### config.mk
export PLATFORM = sky130hd
export DESIGN_NAME = lcd_pattern_gen
export DESIGN_NICKNAME = d
export VERILOG_FILES = /design/src/rtl/lcd_pkg.sv /design/src/rtl/lcd_pattern_gen_key_debounce.sv /design/src/rtl/lcd_pattern_gen.sv
export SDC_FILE = /design/constraint.sdc
export NUM_CORES = 1
export LEC_CHECK = 0
export CELL_PAD_IN_SITES_DETAIL_PLACEMENT = 0
export CELL_PAD_IN_SITES_GLOBAL_PLACEMENT = 1
export CORE_ASPECT_RATIO = 1.25
export CORE_MARGIN = 2
export CORE_UTILIZATION = 46
export DETAILED_ROUTE_END_ITERATION = 6
export PLACE_DENSITY = 0.95
export SYNTH_ARGS = -nofsm -noshare
export SYNTH_HDL_FRONTEND = slang
export SYNTH_SLANG_ARGS = --single-unit
### constraint.sdc
create_clock -name clk -period 6 [get_ports clk]
set_clock_uncertainty 0.2 [all_clocks]
set_input_delay 0.9 -clock clk [delete_from_list [all_inputs] [get_ports clk]]
set_output_delay 0.9 -clock clk [all_outputs]
set_load 0.01 [all_outputs]
### src/rtl/lcd_pkg.sv
// ---------------------------------------------------------------------------
// lcd_pkg
//   Shared constants and types for the LCD test-pattern source:
//   default active-area size, pattern mode encodings, box motion direction,
//   bar colours and the box-mode background colour.
//   Colours are packed {B,G,R}: [7:0]=R, [15:8]=G, [23:16]=B.
// ---------------------------------------------------------------------------
package lcd_pkg;

  localparam int LCD_H_DISPLAY = 480;
  localparam int LCD_V_DISPLAY = 272;

  typedef enum logic [1:0] {
    MODE_BARS = 2'd0,
    MODE_GRID = 2'd1,
    MODE_BOX  = 2'd2
  } mode_t;

  typedef enum logic {
    DIR_POS = 1'b0,
    DIR_NEG = 1'b1
  } dir_t;

  localparam logic [23:0] RGB_WHITE      = 24'hFFFFFF;
  localparam logic [23:0] RGB_YELLOW     = 24'h00FFFF;
  localparam logic [23:0] RGB_CYAN       = 24'hFFFF00;
  localparam logic [23:0] RGB_GREEN      = 24'h00FF00;
  localparam logic [23:0] RGB_MAGENTA    = 24'hFF00FF;
  localparam logic [23:0] RGB_RED        = 24'h0000FF;
  localparam logic [23:0] RGB_BLUE       = 24'hFF0000;
  localparam logic [23:0] RGB_BLACK      = 24'h000000;
  localparam logic [23:0] RGB_BACKGROUND = 24'h202020;

  // Bar colours, left to right.
  function automatic logic [23:0] bar_colour(input logic [2:0] idx);
    case (idx)
      3'd0:    return RGB_WHITE;
      3'd1:    return RGB_YELLOW;
      3'd2:    return RGB_CYAN;
      3'd3:    return RGB_GREEN;
      3'd4:    return RGB_MAGENTA;
      3'd5:    return RGB_RED;
      3'd6:    return RGB_BLUE;
      default: return RGB_BLACK;
    endcase
  endfunction

  // BARS -> GRID -> BOX -> BARS; the unused code 3 restarts at GRID like BARS.
  function automatic logic [1:0] next_mode(input logic [1:0] m);
    case (m)
      MODE_GRID: return MODE_BOX;
      MODE_BOX:  return MODE_BARS;
      default:   return MODE_GRID;
    endcase
  endfunction

endpackage

### src/rtl/lcd_pattern_gen_key_debounce.sv
// ---------------------------------------------------------------------------
// key_debounce
//   Synchronises an asynchronous active-low push-button and accepts a new
//   level only after it has been stable for DEB_CYCLES clocks.
//   Ports:
//     clk    in  pixel clock
//     rst_n  in  asynchronous reset, active low
//     key_n  in  raw push-button, active low
//     press  out one-cycle pulse on an accepted released->pressed transition
// ---------------------------------------------------------------------------
module key_debounce #(
  parameter int DEB_CYCLES = 250000
) (
  input  logic clk,
  input  logic rst_n,
  input  logic key_n,
  output logic press
);

  localparam int CNT_W = (DEB_CYCLES > 1) ? $clog2(DEB_CYCLES) : 1;
  localparam logic [CNT_W-1:0] CNT_LAST = CNT_W'(DEB_CYCLES - 1);

  logic             sync1;
  logic             sync2;
  logic             accepted;   // 1 = pressed
  logic [CNT_W-1:0] cnt;
  logic             level;
  logic             mismatch;
  logic             settle;

  assign level    = ~sync2;
  assign mismatch = (level != accepted);
  assign settle   = mismatch && (cnt == CNT_LAST);
  assign press    = settle && level;

  always_ff @(posedge clk or negedge rst_n) begin
    if (!rst_n) begin
      // Synchroniser resets to the released level so reset release never
      // looks like a press.
      sync1    <= 1'b1;
      sync2    <= 1'b1;
      accepted <= 1'b0;
      cnt      <= '0;
    end else begin
      // NOTE: non-blocking assignments let sync2 take the old sync1, forming
      // a real two-stage shift; blocking would collapse it to one stage.
      sync1 <= key_n;
      sync2 <= sync1;
      if (!mismatch) begin
        cnt <= '0;
      end else if (settle) begin
        accepted <= level;
        cnt      <= '0;
      end else begin
        cnt <= cnt + CNT_W'(1);
      end
    end
  end

endmodule

### src/rtl/lcd_pattern_gen.sv
// ---------------------------------------------------------------------------
// lcd_pattern_gen
//   Zero-latency pixel source for the LCD timing driver. Produces colour
//   bars, a grid, or a bouncing box; the box moves once per frame and a
//   debounced push-button steps through the patterns at frame boundaries.
//   Ports:
//     clk        in   pixel clock (shared with the driver)
//     rst_n      in   asynchronous reset, active low
//     lcd_de     in   display enable from the driver
//     lcd_vsync  in   vertical sync from the driver, active low
//     pixel_x    in   current column
//     pixel_y    in   current line
//     key_n      in   push-button, active low, asynchronous
//     rgb_data   out  colour {B,G,R}
//     mode       out  active pattern (0=BARS 1=GRID 2=BOX)
//     frame_tick out  one-cycle pulse per frame (vsync falling edge)
// ---------------------------------------------------------------------------
module lcd_pattern_gen
  import lcd_pkg::*;
#(
  parameter int          H_DISPLAY  = LCD_H_DISPLAY,
  parameter int          V_DISPLAY  = LCD_V_DISPLAY,
  parameter int          BOX_SIZE   = 32,
  parameter int          STEP       = 2,
  parameter int          GRID_SHIFT = 5,
  parameter int          DEB_CYCLES = 250000,
  parameter logic [23:0] BOX_RGB    = 24'h00FFFF
) (
  input  logic        clk,
  input  logic        rst_n,
  input  logic        lcd_de,
  input  logic        lcd_vsync,
  input  logic [10:0] pixel_x,
  input  logic [9:0]  pixel_y,
  input  logic        key_n,
  output logic [23:0] rgb_data,
  output logic [1:0]  mode,
  output logic        frame_tick
);

  localparam int          BAR_W   = H_DISPLAY / 8;
  localparam logic [10:0] H_LIMIT = 11'(H_DISPLAY);
  localparam logic [9:0]  V_LIMIT = 10'(V_DISPLAY);
  localparam logic [11:0] X_MAX   = 12'(H_DISPLAY - BOX_SIZE);
  localparam logic [10:0] Y_MAX   = 11'(V_DISPLAY - BOX_SIZE);

  logic        press;
  logic        vsync_prev;
  logic [10:0] box_x, box_x_next;
  logic [9:0]  box_y, box_y_next;
  dir_t        dir_x, dir_x_next;
  dir_t        dir_y, dir_y_next;
  logic [1:0]  mode_q, mode_next;
  logic        press_pending, press_pending_next;

  key_debounce #(.DEB_CYCLES(DEB_CYCLES)) u_key_debounce (
    .clk   (clk),
    .rst_n (rst_n),
    .key_n (key_n),
    .press (press)
  );

  // State register. vsync_prev resets low so the first tick after reset
  // always needs a genuine high->low vsync transition.
  always_ff @(posedge clk or negedge rst_n) begin
    if (!rst_n) begin
      vsync_prev    <= 1'b0;
      frame_tick    <= 1'b0;
      box_x         <= '0;
      box_y         <= '0;
      dir_x         <= DIR_POS;
      dir_y         <= DIR_POS;
      mode_q        <= MODE_BARS;
      press_pending <= 1'b0;
    end else begin
      vsync_prev    <= lcd_vsync;
      frame_tick    <= vsync_prev & ~lcd_vsync;
      box_x         <= box_x_next;
      box_y         <= box_y_next;
      dir_x         <= dir_x_next;
      dir_y         <= dir_y_next;
      mode_q        <= mode_next;
      press_pending <= press_pending_next;
    end
  end

  // Next-state: box bounce and mode stepping, both only on frame_tick.
  always_comb begin
    // NOTE: every output of this block gets a default first; a path that
    // skipped an assignment would otherwise infer a latch.
    box_x_next         = box_x;
    box_y_next         = box_y;
    dir_x_next         = dir_x;
    dir_y_next         = dir_y;
    mode_next          = mode_q;
    press_pending_next = press_pending | press;

    if (frame_tick) begin
      if (dir_x == DIR_POS) begin
        if ({1'b0, box_x} + 12'(STEP) >= X_MAX) begin
          box_x_next = X_MAX[10:0];
          dir_x_next = DIR_NEG;
        end else begin
          box_x_next = box_x + 11'(STEP);
        end
      end else begin
        if ({1'b0, box_x} <= 12'(STEP)) begin
          box_x_next = '0;
          dir_x_next = DIR_POS;
        end else begin
          box_x_next = box_x - 11'(STEP);
        end
      end

      if (dir_y == DIR_POS) begin
        if ({1'b0, box_y} + 11'(STEP) >= Y_MAX) begin
          box_y_next = Y_MAX[9:0];
          dir_y_next = DIR_NEG;
        end else begin
          box_y_next = box_y + 10'(STEP);
        end
      end else begin
        if ({1'b0, box_y} <= 11'(STEP)) begin
          box_y_next = '0;
          dir_y_next = DIR_POS;
        end else begin
          box_y_next = box_y - 10'(STEP);
        end
      end

      // Only a press registered before this tick is serviced; a press that
      // lands on the tick cycle itself stays pending for the next frame.
      if (press_pending) begin
        mode_next          = next_mode(mode_q);
        press_pending_next = press;
      end
    end
  end

  assign mode = mode_q;

  // Colour generation, purely combinational from the pixel coordinates.
  logic [2:0] bar_idx;
  logic       in_active;
  logic       on_grid;
  logic       in_box;

  // Comparator chain: thresholds are monotonic, so the last one passed wins.
  always_comb begin
    bar_idx = 3'd0;
    for (int i = 1; i < 8; i++) begin
      if (pixel_x >= 11'(i * BAR_W)) bar_idx = 3'(i);
    end
  end

  assign in_active = lcd_de && (pixel_x < H_LIMIT) && (pixel_y < V_LIMIT);
  assign on_grid   = (pixel_x[GRID_SHIFT-1:0] == '0) ||
                     (pixel_y[GRID_SHIFT-1:0] == '0);
  assign in_box    = ({1'b0, pixel_x} >= {1'b0, box_x}) &&
                     ({1'b0, pixel_x} <  {1'b0, box_x} + 12'(BOX_SIZE)) &&
                     ({1'b0, pixel_y} >= {1'b0, box_y}) &&
                     ({1'b0, pixel_y} <  {1'b0, box_y} + 11'(BOX_SIZE));

  always_comb begin
    rgb_data = RGB_BLACK;
    if (in_active) begin
      case (mode_q)
        MODE_GRID: rgb_data = on_grid ? RGB_WHITE : RGB_BLACK;
        MODE_BOX:  rgb_data = in_box ? BOX_RGB : RGB_BACKGROUND;
        default:   rgb_data = bar_colour(bar_idx);
      endcase
    end
  end

endmodule

# After elaboration in Yosys (flattened, before gate mapping)
# Cells that the tools add are included.
[op_classes]
n_shift = 0
div_mod_pow = 0
magnitude_cmp = 17
mux = 29
n_bitwise = 4
addsub = 9
n_mul = 0
eq_ne = 10
n_reduce_logical = 13
[op_table]
columns = ["op", "count"]
rows = [
  ["24-bit case mux with 7 select lines", 1],
  ["24-bit 2-to-1 mux", 2],
  ["24-bit case mux with 2 select lines", 1],
  ["18-bit 2-to-1 mux", 2],
  ["11-bit by 8-bit >= comparator with 1-bit output, second input constant", 3],
  ["11-bit by 9-bit >= comparator with 1-bit output, second input constant", 3],
  ["11-bit 2-to-1 mux", 3],
  ["10-bit 2-to-1 mux", 3],
  ["22-bit 2-to-1 mux", 1],
  ["18-bit by 1-bit adder with 18-bit output, second input constant", 1],
  ["18-bit == test, second input constant", 1],
  ["3-bit 2-to-1 mux", 6],
  ["11-bit by 2-bit adder with 12-bit output, second input constant", 1],
  ["11-bit by 6-bit adder with 12-bit output, second input constant", 1],
  ["12-bit by 9-bit >= comparator with 1-bit output, second input constant", 1],
  ["11-bit by 12-bit less-than comparator with 1-bit output", 1],
  ["10-bit by 2-bit adder with 11-bit output, second input constant", 1],
  ["10-bit by 6-bit adder with 11-bit output, second input constant", 1],
  ["11-bit by 2-bit adder with 11-bit output, second input constant", 1],
  ["11-bit >= comparator", 1],
  ["11-bit by 6-bit >= comparator with 1-bit output, second input constant", 1],
  ["11-bit by 7-bit >= comparator with 1-bit output, second input constant", 1],
  ["11-bit by 2-bit <= comparator with 1-bit output, second input constant", 1],
  ["10-bit by 11-bit less-than comparator with 1-bit output", 1],
  ["23 further kinds", 43],
]
[word_totals]
in_bits = 26
output_inout_bits = 27
mem_count = 0
mem_bits_rw = 0
rom_bits = 0
regBits = 49
latchBits = 0
word_cells = 94

# Logic depth before layout (Yosys ltp)
[logic_depth]
depth_word = 12
depth_mapped = 12
ltp_nobuf = 10

# Cells and area by module
# A second synthesis with hierarchy kept.
[hier_totals]
cells_unflattened = 495
hier_area_um2 = 4189.0
[modules_own_cells]
columns = ["mod", "area_each_um2", "seq_area_each_um2", "n_inst", "cells_each"]
rows = [
  ["lcd_pattern_gen", 3194.3, 650.6, 1, 398],
  ["key_debounce", 994.7, 528.0, 1, 97],
]

# Worst setup path before layout
# No wires, ideal clock.
[synth_timing]
path_type = "input to output"
startpoint = "in pixel_x[4]"
endpoint = "out rgb_data[10]"
stages = 8
arrival_ns = 2.856
path_slack_ns = 2.044
path_cell_list = "clkbuf_1 or3_1 o32ai_1 a21oi_1 a21bo_1 a21oi_1 nor2b_1 buf_4"
[synth_via]
elab_chain_len = 12
[synth_lines]
columns = ["element", "line_no", "rtl"]
rows = [
  ["start, declared", "lcd_pattern_gen.sv:33", "input logic [10:0] pixel_x,"],
  ["11-bit by 6-bit >= comparator with 1-bit output", "lcd_pattern_gen.sv:152", "if (pixel_x >= 11'(i * BAR_W)) bar_idx = 3'(i);"],
  ["1-bit 2-to-1 mux", "lcd_pattern_gen.sv:152", ""],
  ["3-bit 2-to-1 mux (6 in series)", "lcd_pattern_gen.sv:152", ""],
  ["3-bit == test, or another cell as far along", "lcd_pkg.sv:36", "case (idx)"],
  ["24-bit case mux with 7 select lines", "lcd_pkg.sv:36", ""],
  ["24-bit case mux with 2 select lines", "lcd_pattern_gen.sv:167", "case (mode_q)"],
  ["24-bit 2-to-1 mux *", "lcd_pattern_gen.sv:166", "if (in_active) begin"],
  ["end, declared", "lcd_pattern_gen.sv:36", "output logic [23:0] rgb_data,"],
]
# Every way passes the cells marked *; elsewhere a longest branch is shown, timed or not.

# Worst setup path after layout
[layout_timing]
startpoint = "in pixel_y[1]"
endpoint = "out rgb_data[15]"
[layout_via]
elab_chain_len = 6
[layout_lines]
columns = ["element", "line_no", "rtl"]
rows = [
  ["start, declared", "lcd_pattern_gen.sv:34", "input logic [9:0] pixel_y,"],
  ["10-bit >= comparator", "lcd_pattern_gen.sv:161", "({1'b0, pixel_y} >= {1'b0, box_y}) &&"],
  ["1-bit logical AND", "lcd_pattern_gen.sv:160", "({1'b0, pixel_x} < {1'b0, box_x} + 12'(BOX_SIZE)) &&"],
  ["1-bit logical AND", "lcd_pattern_gen.sv:161", ""],
  ["22-bit 2-to-1 mux", "lcd_pattern_gen.sv:169", "MODE_BOX: rgb_data = in_box ? BOX_RGB : RGB_BACKGROUND;"],
  ["24-bit case mux with 2 select lines", "lcd_pattern_gen.sv:167", ""],
  ["24-bit 2-to-1 mux *", "lcd_pattern_gen.sv:166", ""],
]
# Marks and branches as above.

==> results summary <==
In this run the clock root is driven by a clkbuf_8. In this run the count of I/O pins placed on the die edge is 53. Buffers inserted during clock tree synthesis total 5. The clock input transition at the sequential cells of the worst setup and hold paths is 0.10 ns.

Clock tree synthesis found a total of 47 sinks. Based on the critical path, the design can be clocked at up to 199 MHz. Across the VDD grid, the largest voltage drop is 0.000179 V. The area share of the largest cell type after synthesis is 27.0%.

For this run, the total global-route usage over all layers was measured as 19.7%. The average wire per standard cell is 15.1 microns. The worst register-to-register path has a depth of 8.

The first global-routing pass estimated 16000 microns of wire. The number of synthesis warnings came out at 0. The switching fraction of total power is 44.4%. The worst setup path endpoint is rgb_data[15]. The average vias per placed instance is 5.82. The internal portion of the total power is 0.693 mW. The number of antenna violations at the first check in global routing is 0. The logic gate share of total power came out at 45.5%. The number of flops mapped to enable cells by yosys is 0.

The synthesis-to-finish area growth is 12.0%. The global routing usage on met3 came out at 2.17%. The maximum number of pins on one net before global-route repair is 48. The worst pin sits at a relative slew slack of 29.8%. Counting distinct cell types in the post-synthesis netlist gives 78.

The number of diodes is 0. The final hold violation count came to 0. At the end of routability-driven placement, the weighted congestion stood at 0.884. The final global-route overflow total is 0. A synthesized cell averages 8.37 sq um. The number of rows created at floorplan is 38.

The class of the tightest hold or removal check is reg2reg. The final-layout setup total negative slack is 0 ns. TritonCTS built the clock tree.

The total number of nets in the final design is 585. The total of buffers placed on input and output ports came out at 52. The layer flagged by global routing as most heavily used is met2. The startpoint of the most critical setup path is pixel_y[1]. The run finished with clean final reports. The number of max-cap violations is 0. The fraction of met2 tracks used by global routing is 35.1%. The launch instance of the worst register-to-register path is box_x[5]$_DFFE_PN0P_. In this run the worst path has a maximum fanout of 7.

Setup repair after global routing left no endpoint under its margin. The post-route netlist has 4.64% of its cells at a drive strength greater than 1. The standard cell core area is 8750 sq um. The die covers 9850 sq um.

The transition time at the pin with the least slew margin is 1.05 ns. The number of gates resized after CTS is 0. The share of async-settable or async-resettable flops after synthesis is 100%. The maximum clock path buffer count is 2. The number of max-slew violations in the final report is 0. The starting DRC count in detailed routing came out at 311.

The initial standard-cell utilization of the core is 47.7%. The length of the first detailed-routing pass in iterations is 4. The capturing element type of the critical path is an output pin. In the routed design, unresolved DRC markers number 0. For this block, the via count after detailed routing is 3708. The terminus of the critical flop-to-flop path is box_x[7]$_DFFE_PN0P_. In this run the register-to-register setup slack is 3.24 ns. The proportion of synthesized chip area in sequential cells came out at 28.3%. Data on the critical path arrives at its endpoint at 3.93 ns. Fill cells in the final layout number 843.

From left edge to right edge, the die measures 89.2 microns. The post-layout total power is 1.25 mW. The number of global-route vias before repair is 3533. The critical path is of the in2out type. For this design, the CTS-stage hold fixing added 0 buffers. The overall die height is 110 microns. The analysis attributes to net switching a power of 0.554 mW. Detailed placement ended at an HPWL of 7430 microns. The count of H-tree levels built during CTS came out at 2. The clock period minus final worst setup slack is 5.03 ns. Yosys attributes the largest share of cell area to dfrtp_1 27%, ha_1 13%, nor2_1 4.3%, buf_4 3.4%, xnor2_1 3.4%. The net count after synthesis is 567. For this run, global-route usage on met1 was measured as 24.8%. Of the available clock period, the critical path in the final layout requires 83.8%. The sequential share of power came out at 38.3%.

The clock reaches the later pin of the worst-skew pair after 0.30 ns. The predominant post-synthesis flop cell is dfrtp_1. The post-route antenna net violation count came out at 0. The worst setup path is launched from a primary input. The cell area after synthesis came out at 4170 sq um.

After synthesis the netlist holds a flip-flop and latch count of 47. The analysis attributes to cell leakage a power of 1.92 nW. Setup violations remaining at the end of the flow were counted as 0. The data required time of the critical path came out at 4.90 ns. The number of buffers added for setup after CTS is 0.

Summed over all instances, the cell type with the most area after synthesis is dfrtp_1. The number of standard cells after synthesis is 498. The share of total power dissipated in the clock network is 16.2%. The routed design has 9600 microns of wire. The ratio of total power to cell area is 267 nW/um^2.
## cells in the mapped netlist, types with 3 or more instances
cell and count:
xor2_1 10, a211oi_1 5, a22oi_1 3, ha_1 43, or4_1 4, nand3_1 26, o22ai_1 9, nor2_1 48
nand2b_1 3, inv_1 33, o21ai_1 6, nand4_1 11, and3_1 6, and2_1 3, a21oi_1 26, buf_2 4
clkbuf_1 13, xnor2_1 16, a31oi_1 11, a21o_1 11, o21a_1 3, o211ai_1 3, buf_6 4, o21ai_0 23
or3_1 8, nand2_1 25, nor2b_1 6, dfrtp_1 45, nor3_1 13, buf_4 19
## power groups by stage
stage / combinational (mW) / sequential, mW / clock [mW]
final: 0.568 / 0.478 / 0.202
after floorplan: 0.497 / 0.412 / 0
after detailed placement: 0.566 / 0.482 / 0
after global placement: 0.545 / 0.479 / 0
after global routing: 0.648 / 0.490 / 0.220
after CTS: 0.568 / 0.476 / 0.209
## per-stage QoR
stage	instance area (sq um)	utilization [%]	std cells	hold WS, ns	worst slack [ns]
6_report	4670	53.4	637	0.169	0.969
3_3_place_gp	4580	52.3	629	0.150	1.09
2_1_floorplan	4170	-	498	0.145	2.04
5_1_grt	4670	53.4	637	0.174	0.784
4_1_cts	4670	53.4	637	0.169	0.980
3_5_place_dp	4580	52.3	629	0.154	0.991
## how the worst min path moves through the flow
stage / start / end / cells after the start
after floorplan: u_key_debounce.sync1$_DFF_PN1_ / u_key_debounce.sync2$_DFF_PN1_ / 0
after global placement: u_key_debounce.sync1$_DFF_PN1_ / u_key_debounce.sync2$_DFF_PN1_ / 0
after detailed placement: u_key_debounce.sync1$_DFF_PN1_ / u_key_debounce.sync2$_DFF_PN1_ / 0
after CTS: u_key_debounce.sync1$_DFF_PN1_ / u_key_debounce.sync2$_DFF_PN1_ / 0
after global routing: u_key_debounce.sync1$_DFF_PN1_ / u_key_debounce.sync2$_DFF_PN1_ / 0
final: u_key_debounce.sync1$_DFF_PN1_ / u_key_debounce.sync2$_DFF_PN1_ / 0
## layout by cell type, fill, tap and decap left out, types with 3 or more instances in the layout
master / instances
clkdlybuf4s50_1: 51
nor2_1: 48
dfrtp_1: 45
ha_1: 43
inv_1: 33
nand3_1: 26
a21oi_1: 26
nand2_1: 25
o21ai_0: 23
xnor2_1: 16
nor3_1: 13
nand4_1: 11
a31oi_1: 11
a21o_1: 11
xor2_1: 10
o22ai_1: 9
or3_1: 8
and3_1: 6
nor2b_1: 6
o21ai_1: 6
a211oi_1: 5
clkbuf_8: 5
or4_1: 4
nand2b_1: 3
o211ai_1: 3
and2_1: 3
a22oi_1: 3
o21a_1: 3
## critical path, cell delays in order
cell and delay, ns:
clkdlybuf4s50_1 0.42, ha_1 0.31, o21ai_0 0.16, a21oi_1 0.11, a2111oi_0 0.53, o21ai_0 0.21
o31a_1 0.33, nor2b_1 0.34, clkdlybuf4s50_1 0.62
## layer usage
metal	wire length (microns)	up-vias
li1	-	1831
met2	4920	97
met5	0	-
met4	142	0
met1	4080	1770
met3	458	10
## sequential cells by signal, summed over array words and instances (netlist names), 2 cells and up
register and count:
box_y 9, u_key_debounce.cnt 18, mode 2, box_x 10
## final cells by class
class                      instances  area, sq um  share of cell area, %
multi-input combinational        376         2600                   55.7
sequential                        47         1180                   25.2
timing repair buffer              52          515                   11.0
tap                              120          150                   3.21
inverter                          34          128                   2.73
clock buffer                       5         68.8                   1.47
clock inverter                     3         27.5                  0.589
## cell families (layout without fill, tap and decap cells)
group                      after synthesis  count (layout)  share of synthesized area, %
muxes                                    4               4                          1.02
AOI/OAI and AO/OA                      131             131                          21.1
DFF                                     47              47                          28.3
xor gates and xnor gates                26              26                          5.46
and+or+nand+nor                        171             171                          21.7
adders and majority gates               44              44                          13.1
buffers and inverters                   75              94                          9.30
Power figures use the tool's default switching activity.
